<file path="config.mk">
export PLATFORM = sky130hd
export DESIGN_NAME = control_sequencer_flat
export DESIGN_NICKNAME = d
export VERILOG_FILES = /design/src/rtl/control_sequencer_pkg.sv /design/src/rtl/control_sequencer_if.sv /design/src/rtl/control_sequencer_step_counter.sv /design/src/rtl/control_sequencer.sv /design/src/flat_wrapper.sv
export SDC_FILE = /design/constraint.sdc
export NUM_CORES = 1
export LEC_CHECK = 0
export ABC_CLOCK_PERIOD_IN_PS = 5200
export BUFFER_PORTS_ARGS = -buffer_cell sky130_fd_sc_hd__buf_2
export CELL_PAD_IN_SITES_DETAIL_PLACEMENT = 2
export CELL_PAD_IN_SITES_GLOBAL_PLACEMENT = 2
export CORE_MARGIN = 2
export CORE_UTILIZATION = 25
export DETAILED_ROUTE_END_ITERATION = 10
export MAX_ROUTING_LAYER = met4
export PLACE_DENSITY = 0.89
export SYNTH_ARGS = -nofsm -noshare
export SYNTH_HDL_FRONTEND = slang
export SYNTH_SLANG_ARGS = --single-unit
</file>
<file path="constraint.sdc">
create_clock -name MainClock -period 5.2 [get_ports MainClock]
set_clock_uncertainty 0.2 [all_clocks]
set_input_delay 0 -clock MainClock [delete_from_list [all_inputs] [get_ports MainClock]]
set_output_delay 0 -clock MainClock [all_outputs]
set_load 0.01 [all_outputs]
</file>
<file path="src/rtl/control_sequencer_pkg.sv">
// Shared constants for the 4-bit datapath control unit: opcodes, step numbers
// and the control-word bit layout, plus the per-opcode final-step lookup.
package control_sequencer_pkg;

    localparam int STEP_W   = 3;
    localparam int OPCODE_W = 4;
    localparam int CW_W     = 15;

    localparam logic [OPCODE_W-1:0] OP_NOP = 4'b0000;
    localparam logic [OPCODE_W-1:0] OP_LDA = 4'b0001;
    localparam logic [OPCODE_W-1:0] OP_ADD = 4'b0010;
    localparam logic [OPCODE_W-1:0] OP_SUB = 4'b0011;
    localparam logic [OPCODE_W-1:0] OP_STA = 4'b0100;
    localparam logic [OPCODE_W-1:0] OP_LDI = 4'b0101;
    localparam logic [OPCODE_W-1:0] OP_JMP = 4'b0110;
    localparam logic [OPCODE_W-1:0] OP_JC  = 4'b0111;
    localparam logic [OPCODE_W-1:0] OP_JZ  = 4'b1000;
    localparam logic [OPCODE_W-1:0] OP_OUT = 4'b1110;
    localparam logic [OPCODE_W-1:0] OP_HLT = 4'b1111;

    localparam logic [STEP_W-1:0] T0 = 3'd0;
    localparam logic [STEP_W-1:0] T1 = 3'd1;
    localparam logic [STEP_W-1:0] T2 = 3'd2;
    localparam logic [STEP_W-1:0] T3 = 3'd3;
    localparam logic [STEP_W-1:0] T4 = 3'd4;
    localparam logic [STEP_W-1:0] T5 = 3'd5;

    typedef enum logic [3:0] {
        CW_ENABLE_PC, CW_INC_PC, CW_LOAD_PC, CW_LATCH_MAR, CW_ENABLE_RAM,
        CW_WRITE_RAM, CW_LATCH_IR, CW_ENABLE_IR, CW_LATCH_ACC, CW_ENABLE_ACC,
        CW_LATCH_B, CW_ENABLE_ALU, CW_ALU_SUB, CW_LATCH_FLAGS, CW_LATCH_OUT
    } cw_idx_e;

    // Undefined opcodes fall through to the NOP length.
    function automatic logic [STEP_W-1:0] last_step(input logic [OPCODE_W-1:0] op);
        case (op)
            OP_LDA, OP_STA:                                  last_step = T4;
            OP_ADD, OP_SUB:                                  last_step = T5;
            OP_LDI, OP_JMP, OP_JC, OP_JZ, OP_OUT, OP_HLT:    last_step = T3;
            default:                                         last_step = T2;
        endcase
    endfunction

endpackage

</file>
<file path="src/rtl/control_sequencer_if.sv">
// Opcode/flag inputs and control-word outputs between the sequencer and the datapath.
interface control_sequencer_if;
    import control_sequencer_pkg::*;

    logic [OPCODE_W-1:0] ToInstr;
    logic                CarryFlag;
    logic                ZeroFlag;
    logic [STEP_W-1:0]   Step;
    logic                Halted;
    logic                ClearInstrReg;
    logic EnablePC, IncPC, LoadPC;
    logic LatchMAR, EnableRAM, WriteRAM;
    logic LatchInstrReg, EnableInstrReg;
    logic LatchAcc, EnableAcc, LatchB, EnableAlu, AluSub, LatchFlags, LatchOut;

    modport master (
        input  ToInstr, CarryFlag, ZeroFlag,
        output Step, Halted, ClearInstrReg,
        output EnablePC, IncPC, LoadPC, LatchMAR, EnableRAM, WriteRAM,
        output LatchInstrReg, EnableInstrReg, LatchAcc, EnableAcc, LatchB,
        output EnableAlu, AluSub, LatchFlags, LatchOut
    );

    modport slave (
        output ToInstr, CarryFlag, ZeroFlag,
        input  Step, Halted, ClearInstrReg,
        input  EnablePC, IncPC, LoadPC, LatchMAR, EnableRAM, WriteRAM,
        input  LatchInstrReg, EnableInstrReg, LatchAcc, EnableAcc, LatchB,
        input  EnableAlu, AluSub, LatchFlags, LatchOut
    );
endinterface

</file>
<file path="src/rtl/control_sequencer_step_counter.sv">
// Instruction step counter T0..T5: async clear, synchronous return to T0, hold.
// Hold has priority over return-to-zero; counting past T5 wraps to T0.
module control_sequencer_step_counter
    import control_sequencer_pkg::*;
(
    input  logic              clk,
    input  logic              rst,
    input  logic              clr_i,
    input  logic              hold_i,
    output logic [STEP_W-1:0] step_o
);

    logic [STEP_W-1:0] step_q, step_d;

    always_comb begin
        step_d = step_q;
        if (!hold_i) begin
            step_d = (clr_i || step_q >= T5) ? T0 : step_q + 1'b1;
        end
    end

    always_ff @(posedge clk or posedge rst) begin
        if (rst) step_q <= T0;
        else     step_q <= step_d;
    end

    assign step_o = step_q;

endmodule

</file>
<file path="src/rtl/control_sequencer.sv">
// Hardwired control unit: decodes step, opcode and flags into the control word.
// All control outputs are combinational; only the step counter and halt flag are state.
module control_sequencer
    import control_sequencer_pkg::*;
(
    input  logic                 MainClock,
    input  logic                 ClearControl,
    control_sequencer_if.master  bus
);

    logic [STEP_W-1:0] step;
    logic              halted_q, halted_d;
    logic              hlt_now;
    logic [CW_W-1:0]   cw;

    assign hlt_now  = !halted_q && (step == T3) && (bus.ToInstr == OP_HLT);
    assign halted_d = halted_q | hlt_now;

    control_sequencer_step_counter u_step (
        .clk    (MainClock),
        .rst    (ClearControl),
        .clr_i  (step == last_step(bus.ToInstr)),
        .hold_i (halted_q | hlt_now),
        .step_o (step)
    );

    always_ff @(posedge MainClock or posedge ClearControl) begin
        if (ClearControl) halted_q <= 1'b0;
        else              halted_q <= halted_d;
    end

    always_comb begin
        cw = '0;
        case (step)
            T0: begin cw[CW_ENABLE_PC]  = 1'b1; cw[CW_LATCH_MAR] = 1'b1; end
            T1: begin cw[CW_ENABLE_RAM] = 1'b1; cw[CW_LATCH_IR]  = 1'b1; end
            T2: cw[CW_INC_PC] = 1'b1;
            T3: case (bus.ToInstr)
                OP_LDA, OP_ADD, OP_SUB, OP_STA:
                    begin cw[CW_ENABLE_IR] = 1'b1; cw[CW_LATCH_MAR] = 1'b1; end
                OP_LDI: begin cw[CW_ENABLE_IR] = 1'b1; cw[CW_LATCH_ACC] = 1'b1; end
                OP_JMP: begin cw[CW_ENABLE_IR] = 1'b1; cw[CW_LOAD_PC]   = 1'b1; end
                OP_JC:  begin cw[CW_ENABLE_IR] = bus.CarryFlag; cw[CW_LOAD_PC] = bus.CarryFlag; end
                OP_JZ:  begin cw[CW_ENABLE_IR] = bus.ZeroFlag;  cw[CW_LOAD_PC] = bus.ZeroFlag;  end
                OP_OUT: begin cw[CW_ENABLE_ACC] = 1'b1; cw[CW_LATCH_OUT] = 1'b1; end
                default: cw = '0;
            endcase
            T4: case (bus.ToInstr)
                OP_LDA:         begin cw[CW_ENABLE_RAM] = 1'b1; cw[CW_LATCH_ACC] = 1'b1; end
                OP_ADD, OP_SUB: begin cw[CW_ENABLE_RAM] = 1'b1; cw[CW_LATCH_B]   = 1'b1; end
                OP_STA:         begin cw[CW_ENABLE_ACC] = 1'b1; cw[CW_WRITE_RAM] = 1'b1; end
                default:        cw = '0;
            endcase
            T5: if (bus.ToInstr == OP_ADD || bus.ToInstr == OP_SUB) begin
                cw[CW_ENABLE_ALU]  = 1'b1;
                cw[CW_LATCH_ACC]   = 1'b1;
                cw[CW_LATCH_FLAGS] = 1'b1;
                cw[CW_ALU_SUB]     = (bus.ToInstr == OP_SUB);
            end
            default: cw = '0;
        endcase
        if (halted_q) cw = '0;
    end

    assign bus.Step           = step;
    assign bus.Halted         = halted_q;
    assign bus.ClearInstrReg  = ClearControl;
    assign bus.EnablePC       = cw[CW_ENABLE_PC];
    assign bus.IncPC          = cw[CW_INC_PC];
    assign bus.LoadPC         = cw[CW_LOAD_PC];
    assign bus.LatchMAR       = cw[CW_LATCH_MAR];
    assign bus.EnableRAM      = cw[CW_ENABLE_RAM];
    assign bus.WriteRAM       = cw[CW_WRITE_RAM];
    assign bus.LatchInstrReg  = cw[CW_LATCH_IR];
    assign bus.EnableInstrReg = cw[CW_ENABLE_IR];
    assign bus.LatchAcc       = cw[CW_LATCH_ACC];
    assign bus.EnableAcc      = cw[CW_ENABLE_ACC];
    assign bus.LatchB         = cw[CW_LATCH_B];
    assign bus.EnableAlu      = cw[CW_ENABLE_ALU];
    assign bus.AluSub         = cw[CW_ALU_SUB];
    assign bus.LatchFlags     = cw[CW_LATCH_FLAGS];
    assign bus.LatchOut       = cw[CW_LATCH_OUT];

endmodule

</file>
<file path="src/flat_wrapper.sv">
// flat-port wrapper written by rule: the top's interface ports become plain ports
module control_sequencer_flat import control_sequencer_pkg::*;
  (MainClock, ClearControl, bus_ToInstr, bus_CarryFlag, bus_ZeroFlag, bus_Step, bus_Halted, bus_ClearInstrReg, bus_EnablePC, bus_IncPC, bus_LoadPC, bus_LatchMAR, bus_EnableRAM, bus_WriteRAM, bus_LatchInstrReg, bus_EnableInstrReg, bus_LatchAcc, bus_EnableAcc, bus_LatchB, bus_EnableAlu, bus_AluSub, bus_LatchFlags, bus_LatchOut);
  control_sequencer_if bus_i ();
  input  logic MainClock;
  input  logic ClearControl;
  input wire logic [$bits(bus_i.ToInstr)-1:0] bus_ToInstr;
  input wire logic [$bits(bus_i.CarryFlag)-1:0] bus_CarryFlag;
  input wire logic [$bits(bus_i.ZeroFlag)-1:0] bus_ZeroFlag;
  output wire logic [$bits(bus_i.Step)-1:0] bus_Step;
  output wire logic [$bits(bus_i.Halted)-1:0] bus_Halted;
  output wire logic [$bits(bus_i.ClearInstrReg)-1:0] bus_ClearInstrReg;
  output wire logic [$bits(bus_i.EnablePC)-1:0] bus_EnablePC;
  output wire logic [$bits(bus_i.IncPC)-1:0] bus_IncPC;
  output wire logic [$bits(bus_i.LoadPC)-1:0] bus_LoadPC;
  output wire logic [$bits(bus_i.LatchMAR)-1:0] bus_LatchMAR;
  output wire logic [$bits(bus_i.EnableRAM)-1:0] bus_EnableRAM;
  output wire logic [$bits(bus_i.WriteRAM)-1:0] bus_WriteRAM;
  output wire logic [$bits(bus_i.LatchInstrReg)-1:0] bus_LatchInstrReg;
  output wire logic [$bits(bus_i.EnableInstrReg)-1:0] bus_EnableInstrReg;
  output wire logic [$bits(bus_i.LatchAcc)-1:0] bus_LatchAcc;
  output wire logic [$bits(bus_i.EnableAcc)-1:0] bus_EnableAcc;
  output wire logic [$bits(bus_i.LatchB)-1:0] bus_LatchB;
  output wire logic [$bits(bus_i.EnableAlu)-1:0] bus_EnableAlu;
  output wire logic [$bits(bus_i.AluSub)-1:0] bus_AluSub;
  output wire logic [$bits(bus_i.LatchFlags)-1:0] bus_LatchFlags;
  output wire logic [$bits(bus_i.LatchOut)-1:0] bus_LatchOut;
  assign bus_i.ToInstr = bus_ToInstr;
  assign bus_i.CarryFlag = bus_CarryFlag;
  assign bus_i.ZeroFlag = bus_ZeroFlag;
  assign bus_Step = bus_i.Step;
  assign bus_Halted = bus_i.Halted;
  assign bus_ClearInstrReg = bus_i.ClearInstrReg;
  assign bus_EnablePC = bus_i.EnablePC;
  assign bus_IncPC = bus_i.IncPC;
  assign bus_LoadPC = bus_i.LoadPC;
  assign bus_LatchMAR = bus_i.LatchMAR;
  assign bus_EnableRAM = bus_i.EnableRAM;
  assign bus_WriteRAM = bus_i.WriteRAM;
  assign bus_LatchInstrReg = bus_i.LatchInstrReg;
  assign bus_EnableInstrReg = bus_i.EnableInstrReg;
  assign bus_LatchAcc = bus_i.LatchAcc;
  assign bus_EnableAcc = bus_i.EnableAcc;
  assign bus_LatchB = bus_i.LatchB;
  assign bus_EnableAlu = bus_i.EnableAlu;
  assign bus_AluSub = bus_i.AluSub;
  assign bus_LatchFlags = bus_i.LatchFlags;
  assign bus_LatchOut = bus_i.LatchOut;
  control_sequencer u_core (.MainClock(MainClock), .ClearControl(ClearControl), .bus(bus_i));
endmodule
</file>
==> parameters.txt <==
Parameter                              Value

Run status
  Status ... finished clean

Yosys
  Number of unique standard cell types used by synthesis ... 36
  Mapped Avg Cell Area ... 7.18 µm²
  Cell type with the highest aggregate area in the netlist ... sky130_fd_sc_hd__dfrtp_1
  Biggest area contributors in the synthesized netlist ... sky130_fd_sc_hd__dfrtp_1, sky130_fd_sc_hd__ha_1, sky130_fd_sc_hd__nor2b_1
  Portion of synthesized cell area occupied by the leading cell type ... 15.7%
  Ranking of synthesized cells by instance count ... sky130_fd_sc_hd__inv_1, sky130_fd_sc_hd__nand2_1, sky130_fd_sc_hd__nor2_1, sky130_fd_sc_hd__o21ai_0, sky130_fd_sc_hd__nor2b_1
  Instance count of the mapped netlist ... between 80 and 90
  Yosys warning count ... 0
  Mapped Nets ... slightly above 100
  Cell area after technology mapping ... around 640 µm²
  Fraction of registers with async set or reset after synthesis ... 100%
  Seq cells post-synth ... 4
  Most common flop cell mapped by yosys ... sky130_fd_sc_hd__dfrtp_1
  Sequential fraction of the synthesis area ... 15.7%
  Count of flip-flops with a built-in enable after synthesis ... 0

Job
  Number of max-cap violations ... 0

Final layout
  Proportion of layout cells with a drive suffix above 1 ... approximately 32%
  Final std cells w/o fill ... 145
  Number of antenna cells inserted ... 0
  Final net count ... 130
  Synth-to-layout area growth ... 28.4%

GRT
  Largest net degree at the start of global routing ... 17
  Overall Global Routing Usage ... 16.4%
  Initial antenna violation count ... 0
  Gr ovfl total ... 0
  Wire length of the first global-routing pass ... around 3500 µm
  Vias in the first global route ... 780

Power and ir drop
  Leakage power summed over all cells ... 0.414 nW
  Pwr dens ... approximately 110 mW/mm²
  Highest ir drop seen on vdd ... 0.0000960 V

Detailed routing
  Total iterations of the first detailed-routing run ... 3
  Count of unresolved DRC violations after routing ... 0
  Number of nets still failing antenna checks after routing ... 0
  Max Used Layer ... met3
  Routed wire length on met2 ... 1160 µm
  Met1 wire length ... ~910 µm
  Total wire length ... 2130 µm
  Initial DRC count ... 9
  Vias ... around 740
  Wire length per cell after detailed routing ... 14.7 µm
  Vias per cell ... 5.11
  DR WL met3 ... approximately 58 µm

Worst setup path
  Ordered cell list for the critical path ... ha_1 > ha_1 > nand3_1 > o21ai_1 > nor3_1 > a21o_1
  Stage delay of the slowest cell on the critical path ... 0.50 ns
  Endpoint type of the worst setup path ... flip-flop
  CP startpoint kind ... flip-flop
  Most common cell type on the critical path ... sky130_fd_sc_hd__ha_1
  Crit-path max FO ... 8
  Data required time at the worst endpoint ... between 5 and 6 ns
  Setup Crit Path Kind ... flip-flop to flip-flop
  Critical-path cell with the highest stage delay ... sky130_fd_sc_hd__o21ai_1
  Arrival time of data at the critical path endpoint ... 2.08 ns

Clock tree
  CTS Root Cell ... sky130_fd_sc_hd__clkbuf_4
  Clock tree from TritonCTS ... done
  Deepest clock path buffer count ... 2
  Clock-pin slew of the registers on the worst-case setup and hold paths ... 0.04 ns
  Number of levels the H-tree was split into ... 1
  Number of buffers added by the clock tree synthesis step ... 3
  Post CTS Setup Buffer Count ... 0
  # clock sinks ... 4
  Worst-Skew Late Latency ... 0.23 ns

Floorplan
  Starting density of the core ... roughly a quarter
  Die Y ... 54.6 µm
  Die outline width ... 54.6 µm
  Full die area ... 0.00298 mm²
  Core area ... 0.00245 mm²
  Row cnt ... 18
  Top-Level Pins ... 28

Placed design
  Final GP Congestion ... about 0.8
  Placed wire-length estimate ... between 1500 and 2000 µm
  Number of placed instances with taps included ... 140
  Port Buffer Count ... 27

Hold path
  Hold Crit Class ... input pin to flip-flop

Timing
  Number of pins with negative max-slew slack in the final report ... 0
  Post-Route Setup TNS ... 0 ns
  Number of setup violations in the final report ... 0
  Final clock period utilization by the worst path ... 41.5%
  Setup repair after global routing missed its margin ... no
  Final critical path time including I/O delays and setup ... 2.16 ns
  Maximum operating frequency ... 463 MHz
  Slew at the pin with the worst max-slew slack ... 0.613 ns
  Hold Fails Final Rpt ... 0
  Worst max-slew margin expressed relative to the limit ... 58.9%
-- kinds of logic (layout without fill, tap and decap cells) --
family | after synthesis | count (layout) | synth area share, %
flops | 4 | 4 | 15.7
simple gates | 41 | 41 | 34.6
compound gates | 23 | 23 | 26.2
xor+xnor | 1 | 1 | 1.37
buf+inv | 14 | 40 | 9.98
mux | 1 | 1 | 2.35
fa+ha+maj | 5 | 5 | 9.78
-- where the power goes --
group / internal (mW) / switching (mW)
Clock: 0.0258 / 0.0126
Combinational: 0.00741 / 0.0123
Sequential: 0.0313 / 0
-- stage by stage --
step | hold WS [ns] | worst slack (ns) | area, µm² | utilization, % | power, mW
3_5_place_dp | -0.304 | 3.05 | 778 | 31.7 | 0.0501
6_report | 0.135 | 3.04 | 821 | 33.4 | 0.0894
4_1_cts | 0.120 | 3.04 | 821 | 33.4 | 0.0911
3_3_place_gp | -0.311 | 3.14 | 778 | 31.7 | 0.0496
5_1_grt | 0.158 | 2.87 | 821 | 33.4 | 0.0943
2_1_floorplan | -0.434 | 3.31 | 639 | - | 0.0446
-- metal layers --
layer | track usage (%) | vias up
met5 | - | -
met2 | 29.5 | 13
met4 | 3.75 | 0
met1 | 18.9 | 354
li1 | - | 374
met3 | 2.73 | 0
-- sequential cells by signal (all words and copies together), names as in the netlist --
| name | cells |
|---|---|
| u_core.bus.Halted | 1 |
| u_core.u_step.step_o | 3 |
-- cell type report --
cell class	instances	area [µm²]
multi-input combinational	71	475
tap	30	37.5
fill	315	1630
inverter	8	30.0
sequential	4	100
timing repair buffer	29	155
clock buffer	3	22.5
-- critical path, delay by kind of cell, from the launching register on --
family	cells	cell delay (ns)
compound gates	2	0.68
fa+ha+maj	2	0.50
flops	1	0.44
simple gates	2	0.22
-- what timing repair did --
action,in CTS,in global routing
hold buffers,2,0
resized for setup,0,0
endpoints found under the setup margin,0,0
endpoints found under the hold margin,4,0
-- cell usage in the layout (no fill, tap or decap), types with 2 or more instances in the layout --
cell	count
sky130_fd_sc_hd__nor3_1	4
sky130_fd_sc_hd__dlygate4sd3_1	2
sky130_fd_sc_hd__nand3_1	4
sky130_fd_sc_hd__nand4_1	2
sky130_fd_sc_hd__nor4_1	2
sky130_fd_sc_hd__a22oi_1	2
sky130_fd_sc_hd__o21ai_0	7
sky130_fd_sc_hd__and2_1	3
sky130_fd_sc_hd__nor2_1	7
sky130_fd_sc_hd__nand2_1	8
sky130_fd_sc_hd__nor2b_1	6
sky130_fd_sc_hd__inv_1	8
sky130_fd_sc_hd__ha_1	5
sky130_fd_sc_hd__clkbuf_4	3
sky130_fd_sc_hd__a21oi_1	2
sky130_fd_sc_hd__dfrtp_1	4
sky130_fd_sc_hd__buf_2	27
-- final timing paths --
| path | start | end | slack (ns) | cells after the start |
|---|---|---|---|---|
| min in group asynchronous | ClearControl | u_core.bus.Halted$_DFF_PP0_ | 0.57 | 4 |
| max in group asynchronous | ClearControl | u_core.u_step.step_o[2]$_DFFE_PP0N_ | 4.08 | 4 |
| worst min register to register | u_core.u_step.step_o[0]$_DFFE_PP0N_ | u_core.u_step.step_o[0]$_DFFE_PP0N_ | 0.43 | 1 |
| worst max-delay path | u_core.u_step.step_o[1]$_DFFE_PP0N_ | u_core.u_step.step_o[0]$_DFFE_PP0N_ | 3.04 | 6 |
| worst max register to register | u_core.u_step.step_o[1]$_DFFE_PP0N_ | u_core.u_step.step_o[0]$_DFFE_PP0N_ | 3.04 | 6 |
| worst min-delay path | bus_ToInstr[0] | u_core.bus.Halted$_DFF_PP0_ | 0.13 | 3 |
No activity file was read; power rests on OpenSTA's default activity.
